## config.mk

```make
export PLATFORM = sky130hd
export DESIGN_NAME = out_drain_scheduler_flat
export DESIGN_NICKNAME = d
export VERILOG_FILES = /design/src/rtl/out_drain_scheduler_pkg.sv /design/src/rtl/out_drain_scheduler_if.sv /design/src/rtl/out_drain_scheduler_diag_addr_gen.sv /design/src/rtl/out_drain_scheduler.sv /design/src/flat_wrapper.sv
export SDC_FILE = /design/constraint.sdc
export NUM_CORES = 1
export LEC_CHECK = 0
export CAP_MARGIN = 5
export CORE_ASPECT_RATIO = 0.6
export CORE_MARGIN = 10
export CORE_UTILIZATION = 45
export DETAILED_ROUTE_END_ITERATION = 8
export PLACE_DENSITY = 0.78
export SYNTH_ARGS = -nofsm -noshare
export SYNTH_HDL_FRONTEND = slang
export SYNTH_HIERARCHICAL = 1
export SYNTH_SLANG_ARGS = --single-unit
```

## constraint.sdc

```tcl
create_clock -name clk -period 2.25 [get_ports clk]
set_input_delay 0.45 -clock clk [delete_from_list [all_inputs] [get_ports clk]]
set_output_delay 0.45 -clock clk [all_outputs]
set_load 0.02 [all_outputs]
```

## src/rtl/out_drain_scheduler_pkg.sv

```systemverilog
// Shared constants for the output-buffer drain scheduler.
// Holds the FSM state encoding, lane/beat geometry and the per-lane base
// address pattern: lane i = {row (8-i) mod 8, col 7-i}.
package out_drain_pkg;

    localparam int LANE_DATA_W    = 8;
    localparam int LANE_ADDR_W    = 6;
    localparam int ROW_W          = 3;
    localparam int COL_W          = 3;
    localparam int NUM_LANES      = 8;
    localparam int BEATS_PER_TILE = 8;

    localparam logic [1:0] ST_IDLE = 2'd0;
    localparam logic [1:0] ST_FILL = 2'd1;
    localparam logic [1:0] ST_RUN  = 2'd2;
    localparam logic [1:0] ST_DONE = 2'd3;

    // Lane 7 in the top slice, lane 0 in the bottom slice.
    localparam logic [NUM_LANES*LANE_ADDR_W-1:0] BASE_PATTERN = {
        6'h08, 6'h11, 6'h1A, 6'h23, 6'h2C, 6'h35, 6'h3E, 6'h07
    };

    // One lane per data byte, and row+col must exactly fill a lane address.
    localparam bit LANE_CFG_OK = (NUM_LANES == LANE_DATA_W) &&
                                 (ROW_W + COL_W == LANE_ADDR_W);

    function automatic logic [ROW_W-1:0] base_row(input int lane);
        return BASE_PATTERN[lane*LANE_ADDR_W + COL_W +: ROW_W];
    endfunction

    function automatic logic [COL_W-1:0] base_col(input int lane);
        return BASE_PATTERN[lane*LANE_ADDR_W +: COL_W];
    endfunction

endpackage

```

## src/rtl/out_drain_scheduler_if.sv

```systemverilog
// Handshake/bus bundle between the compute controller, the drain scheduler
// and the output-buffer write port.
//   start, num_tiles : request from controller
//   wr_ready         : output buffer accepts the current beat
//   wr_en, wr_addr   : per-lane strobes and addresses
//   tile_idx, busy, done : status back to controller
// master = requesting/testing side, slave = scheduler.
interface out_drain_scheduler_if
    import out_drain_pkg::*;
#(
    parameter int ADDR_SIZE = 6,
    parameter int TILE_CW   = 4
) ();

    logic                           start;
    logic [TILE_CW-1:0]             num_tiles;
    logic                           wr_ready;
    logic [NUM_LANES-1:0]           wr_en;
    logic [NUM_LANES*ADDR_SIZE-1:0] wr_addr;
    logic [TILE_CW-1:0]             tile_idx;
    logic                           busy;
    logic                           done;

    modport master (
        output start, num_tiles, wr_ready,
        input  wr_en, wr_addr, tile_idx, busy, done
    );

    modport slave (
        input  start, num_tiles, wr_ready,
        output wr_en, wr_addr, tile_idx, busy, done
    );

endinterface

```

## src/rtl/out_drain_scheduler_diag_addr_gen.sv

```systemverilog
// Diagonal address generator: 8 lanes whose row fields rotate one lane up on
// every step, column fields fixed at 7-i.
//   clk, rst : clock, synchronous active-high reset (loads base pattern)
//   load     : reload base pattern (has priority over step)
//   step     : rotate row fields, lane i takes lane (i-1 mod 8)
//   addr     : lane i address at [ADDR_SIZE*i +: ADDR_SIZE]
module diag_addr_gen
    import out_drain_pkg::*;
#(
    parameter int ADDR_SIZE = 6
) (
    input  logic                           clk,
    input  logic                           rst,
    input  logic                           load,
    input  logic                           step,
    output logic [NUM_LANES*ADDR_SIZE-1:0] addr
);

    logic [ROW_W-1:0] row_q [NUM_LANES];
    logic [ROW_W-1:0] row_d [NUM_LANES];

    // Next row fields: reload, rotate, or hold.
    always_comb begin
        for (int i = 0; i < NUM_LANES; i++) begin
            if (load) begin
                row_d[i] = base_row(i);
            end else if (step) begin
                row_d[i] = row_q[(i + NUM_LANES - 1) % NUM_LANES];
            end else begin
                row_d[i] = row_q[i];
            end
        end
    end

    // Row field registers; reset restores the base pattern.
    always_ff @(posedge clk) begin
        if (rst) begin
            for (int i = 0; i < NUM_LANES; i++) begin
                row_q[i] <= base_row(i);
            end
        end else begin
            row_q <= row_d;
        end
    end

    for (genvar g = 0; g < NUM_LANES; g++) begin : g_lane
        assign addr[g*ADDR_SIZE +: ADDR_SIZE] = ADDR_SIZE'({row_q[g], base_col(g)});
    end

endmodule

```

## src/rtl/out_drain_scheduler.sv

```systemverilog
// Output drain scheduler: after an accepted start, waits FILL_LAT cycles for
// the array to fill, then writes 8 beats per tile (8 lanes each) into the
// output buffer, honouring wr_ready back-pressure, for num_tiles tiles.
//   clk, rst : clock, synchronous active-high reset
//   bus      : slave side of out_drain_scheduler_if (start/num_tiles/wr_ready
//              in; wr_en/wr_addr/tile_idx/busy/done out, all registered)
module out_drain_scheduler
    import out_drain_pkg::*;
#(
    parameter int ADDR_SIZE = 6,
    parameter int FILL_LAT  = 15,
    parameter int TILE_CW   = 4
) (
    input  logic                  clk,
    input  logic                  rst,
    out_drain_scheduler_if.slave  bus
);

    // A zero-latency build still needs a 1-bit counter to keep widths legal.
    localparam int FILL_CW = (FILL_LAT > 0) ? $clog2(FILL_LAT + 1) : 1;
    localparam logic [FILL_CW-1:0] FILL_LAST = FILL_CW'((FILL_LAT > 0) ? FILL_LAT - 1 : 0);

    logic [1:0]               state_q,  state_d;
    logic [FILL_CW-1:0]       fill_q,   fill_d;
    logic [2:0]               beat_q,   beat_d;
    logic [TILE_CW-1:0]       tile_q,   tile_d;
    logic [TILE_CW-1:0]       ntiles_q, ntiles_d;
    logic [NUM_LANES-1:0]     wr_en_q,  wr_en_d;
    logic                     busy_q,   busy_d;
    logic                     done_q,   done_d;
    logic                     load_s;
    logic                     step_s;
    logic [NUM_LANES*ADDR_SIZE-1:0] addr_s;

    diag_addr_gen #(.ADDR_SIZE(ADDR_SIZE)) u_addr_gen (
        .clk  (clk),
        .rst  (rst),
        .load (load_s),
        .step (step_s),
        .addr (addr_s)
    );

    // FSM next state, counters and generator control.
    always_comb begin
        state_d  = state_q;
        fill_d   = fill_q;
        beat_d   = beat_q;
        tile_d   = tile_q;
        ntiles_d = ntiles_q;
        load_s   = 1'b0;
        step_s   = 1'b0;
        case (state_q)
            ST_IDLE: begin
                if (bus.start && (bus.num_tiles != {TILE_CW{1'b0}})) begin
                    ntiles_d = bus.num_tiles;
                    tile_d   = {TILE_CW{1'b0}};
                    fill_d   = {FILL_CW{1'b0}};
                    beat_d   = 3'd0;
                    load_s   = 1'b1;
                    state_d  = (FILL_LAT == 0) ? ST_RUN : ST_FILL;
                end else begin
                    state_d  = ST_IDLE;
                end
            end
            ST_FILL: begin
                if (fill_q == FILL_LAST) begin
                    fill_d  = {FILL_CW{1'b0}};
                    state_d = ST_RUN;
                end else begin
                    fill_d  = fill_q + FILL_CW'(1);
                end
            end
            ST_RUN: begin
                if (bus.wr_ready) begin
                    beat_d = beat_q + 3'd1;
                    if (beat_q == 3'(BEATS_PER_TILE - 1)) begin
                        // Tile boundary: restart the diagonal pattern either way.
                        load_s = 1'b1;
                        if (tile_q + TILE_CW'(1) == ntiles_q) begin
                            state_d = ST_DONE;
                        end else begin
                            tile_d  = tile_q + TILE_CW'(1);
                        end
                    end else begin
                        step_s = 1'b1;
                    end
                end else begin
                    beat_d = beat_q;
                end
            end
            ST_DONE: begin
                state_d = ST_IDLE;
            end
            default: begin
                state_d = ST_IDLE;
            end
        endcase
    end

    // Outputs are decoded from the next state so they are registered alongside it.
    always_comb begin
        wr_en_d = (state_d == ST_RUN) ? {NUM_LANES{1'b1}} : {NUM_LANES{1'b0}};
        busy_d  = (state_d != ST_IDLE);
        done_d  = (state_d == ST_DONE);
    end

    // State, counter and output registers.
    always_ff @(posedge clk) begin
        if (rst) begin
            state_q  <= ST_IDLE;
            fill_q   <= {FILL_CW{1'b0}};
            beat_q   <= 3'd0;
            tile_q   <= {TILE_CW{1'b0}};
            ntiles_q <= {TILE_CW{1'b0}};
            wr_en_q  <= {NUM_LANES{1'b0}};
            busy_q   <= 1'b0;
            done_q   <= 1'b0;
        end else begin
            state_q  <= state_d;
            fill_q   <= fill_d;
            beat_q   <= beat_d;
            tile_q   <= tile_d;
            ntiles_q <= ntiles_d;
            wr_en_q  <= wr_en_d;
            busy_q   <= busy_d;
            done_q   <= done_d;
        end
    end

    assign bus.wr_en    = wr_en_q;
    assign bus.wr_addr  = addr_s;
    assign bus.tile_idx = tile_q;
    assign bus.busy     = busy_q;
    assign bus.done     = done_q;

endmodule

```

## src/flat_wrapper.sv

```systemverilog
// flat-port wrapper written by rule: the top's interface ports become plain ports
module out_drain_scheduler_flat import out_drain_pkg::*;
#(
    parameter int ADDR_SIZE = 6,
    parameter int FILL_LAT  = 15,
    parameter int TILE_CW   = 4
)
  (clk, rst, bus_start, bus_num_tiles, bus_wr_ready, bus_wr_en, bus_wr_addr, bus_tile_idx, bus_busy, bus_done);
  out_drain_scheduler_if #(.ADDR_SIZE(ADDR_SIZE), .TILE_CW(TILE_CW)) bus_i ();
  input  logic clk;
  input  logic rst;
  input wire logic [$bits(bus_i.start)-1:0] bus_start;
  input wire logic [$bits(bus_i.num_tiles)-1:0] bus_num_tiles;
  input wire logic [$bits(bus_i.wr_ready)-1:0] bus_wr_ready;
  output wire logic [$bits(bus_i.wr_en)-1:0] bus_wr_en;
  output wire logic [$bits(bus_i.wr_addr)-1:0] bus_wr_addr;
  output wire logic [$bits(bus_i.tile_idx)-1:0] bus_tile_idx;
  output wire logic [$bits(bus_i.busy)-1:0] bus_busy;
  output wire logic [$bits(bus_i.done)-1:0] bus_done;
  assign bus_i.start = bus_start;
  assign bus_i.num_tiles = bus_num_tiles;
  assign bus_i.wr_ready = bus_wr_ready;
  assign bus_wr_en = bus_i.wr_en;
  assign bus_wr_addr = bus_i.wr_addr;
  assign bus_tile_idx = bus_i.tile_idx;
  assign bus_busy = bus_i.busy;
  assign bus_done = bus_i.done;
  out_drain_scheduler #(.ADDR_SIZE(ADDR_SIZE), .FILL_LAT(FILL_LAT), .TILE_CW(TILE_CW)) u_core (.clk(clk), .rst(rst), .bus(bus_i));
endmodule
```

==> flow_summary.ini <==
[yosys]
netlist_instances = 222
synth_xor_area_frac = 0.0273
synth-simple-area-share = 0.172
syn_area_per_cell_um2 = 9.50
synth_compound_area_frac = 0.0813
async_flop_share = 0
synth_ff_type = dfxtp_1
yosys.area.top_type = dfxtp_1
synth_fa_ha_area_frac = 0.0297
synth_edf_count = 0
ys_types = 43
ys_top_cells_by_area = dfxtp_1 (42%), mux2i_1 (11%), buf_4 (11%)
yosysWarnings = 6
synth_top_cell_area_share = 0.418
synth_seq_cells = 44
synth_top_family_by_area = simple AND/OR/NAND/NOR gates
synth_seq_area_share = 0.418
synth_area_um2 = 2110
synthMuxAreaShare = 0.119

[timing]
hold_viol = 0
fin_setup_tns_ns = 0
fin_hold_ws_ns = 0.478
finalCritPeriodShare = 0.824
finalWorstPathRequiredPeriod_ns = 1.85
fin_worst_skew_ns = 0.0110
timing.final.ws_setup_ns = 0.395
final_max_slew_viol_count = 0
setup_viol = 0
clock.fmax_ghz = 0.539
rsz0062_at_grt = no

[cts]
numCtsBuffers = 5
cts_setup_buffers = 0
cts.repair.resized = 0
hold_buffers = 0
clk_path_buf_depth = 2
cts-htree-levels = 2
cts.clk_slew.worst_paths_ns = 0.08
clock-sinks = 44
cts-root-buf = clkbuf_8
insertion_delay_ns = 0.30
tritoncts = built

[run]
maxCapViolations = 0

[placed_design]
place_inst = 319
io_buffers = 45
place_hpwl_mm = 3.49
place.gp.congestion = 0.754
dp_slack_ns = 0.109

[global_routing]
grt_max_degree = 25
grtUsageTotal = 0.109
grt_pass1_vias = 1447
grt_overflow_total = 0
antenna_found_initial = 0
grt_first_pass_wirelength_mm = 7.03

[final_layout]
syn2layout_area_growth_pct = 22.7
nets = 276
final_cells = 327
drive_above_1_share = 0.0909
antenna_cells = 0

[power_and_ir_drop]
leakagePower_nw = 0.991
power-per-cell-area_nw_per_um2 = 597
total_power_mw = 1.54
ir_worst_vdd_mv = 0.349

[critical_path]
crit_family = buffers and inverters
critical_path.endpoint_type = primary output
critPathArrivalTime_ns = 1.40
slowest_stage = clkdlybuf4s50_1
cp-startpoint = u_core/bus.tile_idx[2]$_SDFFE_PP0P_
crit_fanout = 6
path_class = reg -> out
r2r-start = u_core/bus.tile_idx[2]$_SDFFE_PP0P_
rr_worst_depth = 5
cpPeakStageDelay_ns = 0.66
critPathLaunchType = register
critical_path.cell_chain = clkdlybuf4s50_1
critPathBufInv = 1
reg2reg_slack_ns = 0.44
crit_required_ns = 1.80
worstReg2RegEnd = u_core/bus.tile_idx[3]$_SDFFE_PP0P_

[route]
drt-total-wl_mm = 4.46
drtIter0Drc = 75
dr.pass1.iters = 4
wire_per_inst_um = 13.7
dr_total_vias = 1523
drt-vias-per-instance = 4.66
postRouteAntennaNets = 0
drc_errors = 0

[outcome]
status = completed

[floorplan]
die_area_um2 = 7910
ios = 70
start_util = 0.464
die_x_um = 108
fp.dieH_um = 73.0
rows = 19
core_um2 = 4540

[worst_hold_path]
hold_path_class = reg -> reg
min_from = u_core/ntiles_q[1]$_SDFFE_PP0P_
holdPathEnd = u_core/ntiles_q[1]$_SDFFE_PP0P_
min_path_cells = 2
area by class of cell:
| type | count | area, um^2 |
|---|---|---|
| Fill cell | 419 | 1950 |
| Multi-Input combinational cell | 160 | 998 |
| Sequential cell | 44 | 881 |
| Timing Repair Buffer | 51 | 508 |
| Tap cell | 63 | 78.8 |
| Clock buffer | 5 | 68.8 |
| Clock inverter | 3 | 47.5 |
| Inverter | 1 | 3.75 |
layer usage:
| layer | up-vias | track usage | wire (um) |
|---|---|---|---|
| met2 | 54 | 0.170 | 1870 |
| met3 | 3 | 0.0520 | 515 |
| met5 | - | 0 | 0 |
| met1 | 684 | 0.132 | 2060 |
| li1 | 782 | - | - |
| met4 | 0 | 0.0262 | 17 |
registers in the layout (all words and copies together) (netlist names):
register                flops
u_core/bus.wr_en            1
u_core/bus.tile_idx         4
u_core/ntiles_q             4
u_core/bus.done             1
u_core/state_q              2
u_core/fill_q               4
u_core/u_addr_gen/addr     24
u_core/bus.busy             1
u_core/beat_q               3
synthesized netlist by cell type, drive strengths merged (2+ instances only):
cell,count
dfxtp,44
buf,37
nor2,27
nand2,25
mux2i,24
a21oi,8
nand3,6
nor3,6
ha,5
a31oi,4
o21ai,3
a22o,2
a22oi,2
clkbuf,2
conb,2
nand2b,2
nor4b,2
or2,2
xnor2,2
xor2,2
cell families after synthesis:
logic type      Yosys count
simple gates             77
flops                    44
buf+inv                  40
mux                      25
compound gates           24
fa+ha+maj                 5
xor+xnor                  5
other cells               2
power breakdown:
part | internal [mW] | total (mW) | switching, mW
Combinational | 0.0473 | 0.139 | 0.0912
Sequential | 0.788 | 0.798 | 0.0101
Clock | 0.334 | 0.607 | 0.273
layout by cell type (no fill, tap or decap), types with 2 or more instances in the layout:
cell / instances
xnor2_1: 2
nand2_1: 25
nor4b_1: 2
buf_4: 5
nor3_1: 6
o21ai_0: 3
clkdlybuf4s50_1: 45
a21oi_1: 8
nor2_2: 2
conb_1: 24
clkbuf_8: 5
clkinv_4: 2
dfxtp_1: 44
xor2_1: 2
a31oi_1: 4
nand2b_1: 2
ha_1: 5
nand3_1: 5
mux2i_1: 24
nor2_1: 25
a22oi_1: 2
through the flow:
stage               area [um^2]  utilization
floorplan                  2190            -
detailed placement         2470        0.544
global placement           2470        0.544
finish                     2590        0.570
global route               2590        0.570
CTS                        2590        0.570
worst max-delay path by stage:
stage,endpoint,slack [ns],depth (start not counted)
floorplan,u_core/u_addr_gen/addr[15]$_SDFFE_PP0P_,0.41,6
global placement,u_core/bus.tile_idx[2]$_SDFFE_PP0P_,0.12,6
detailed placement,u_core/bus.tile_idx[2]$_SDFFE_PP0P_,0.11,6
CTS,bus_wr_en[3],0.38,1
global route,u_core/u_addr_gen/addr[10]$_SDFFE_PP1P_,0.26,7
finish,bus_tile_idx[2],0.40,1
(Power assumes the default switching activity.)
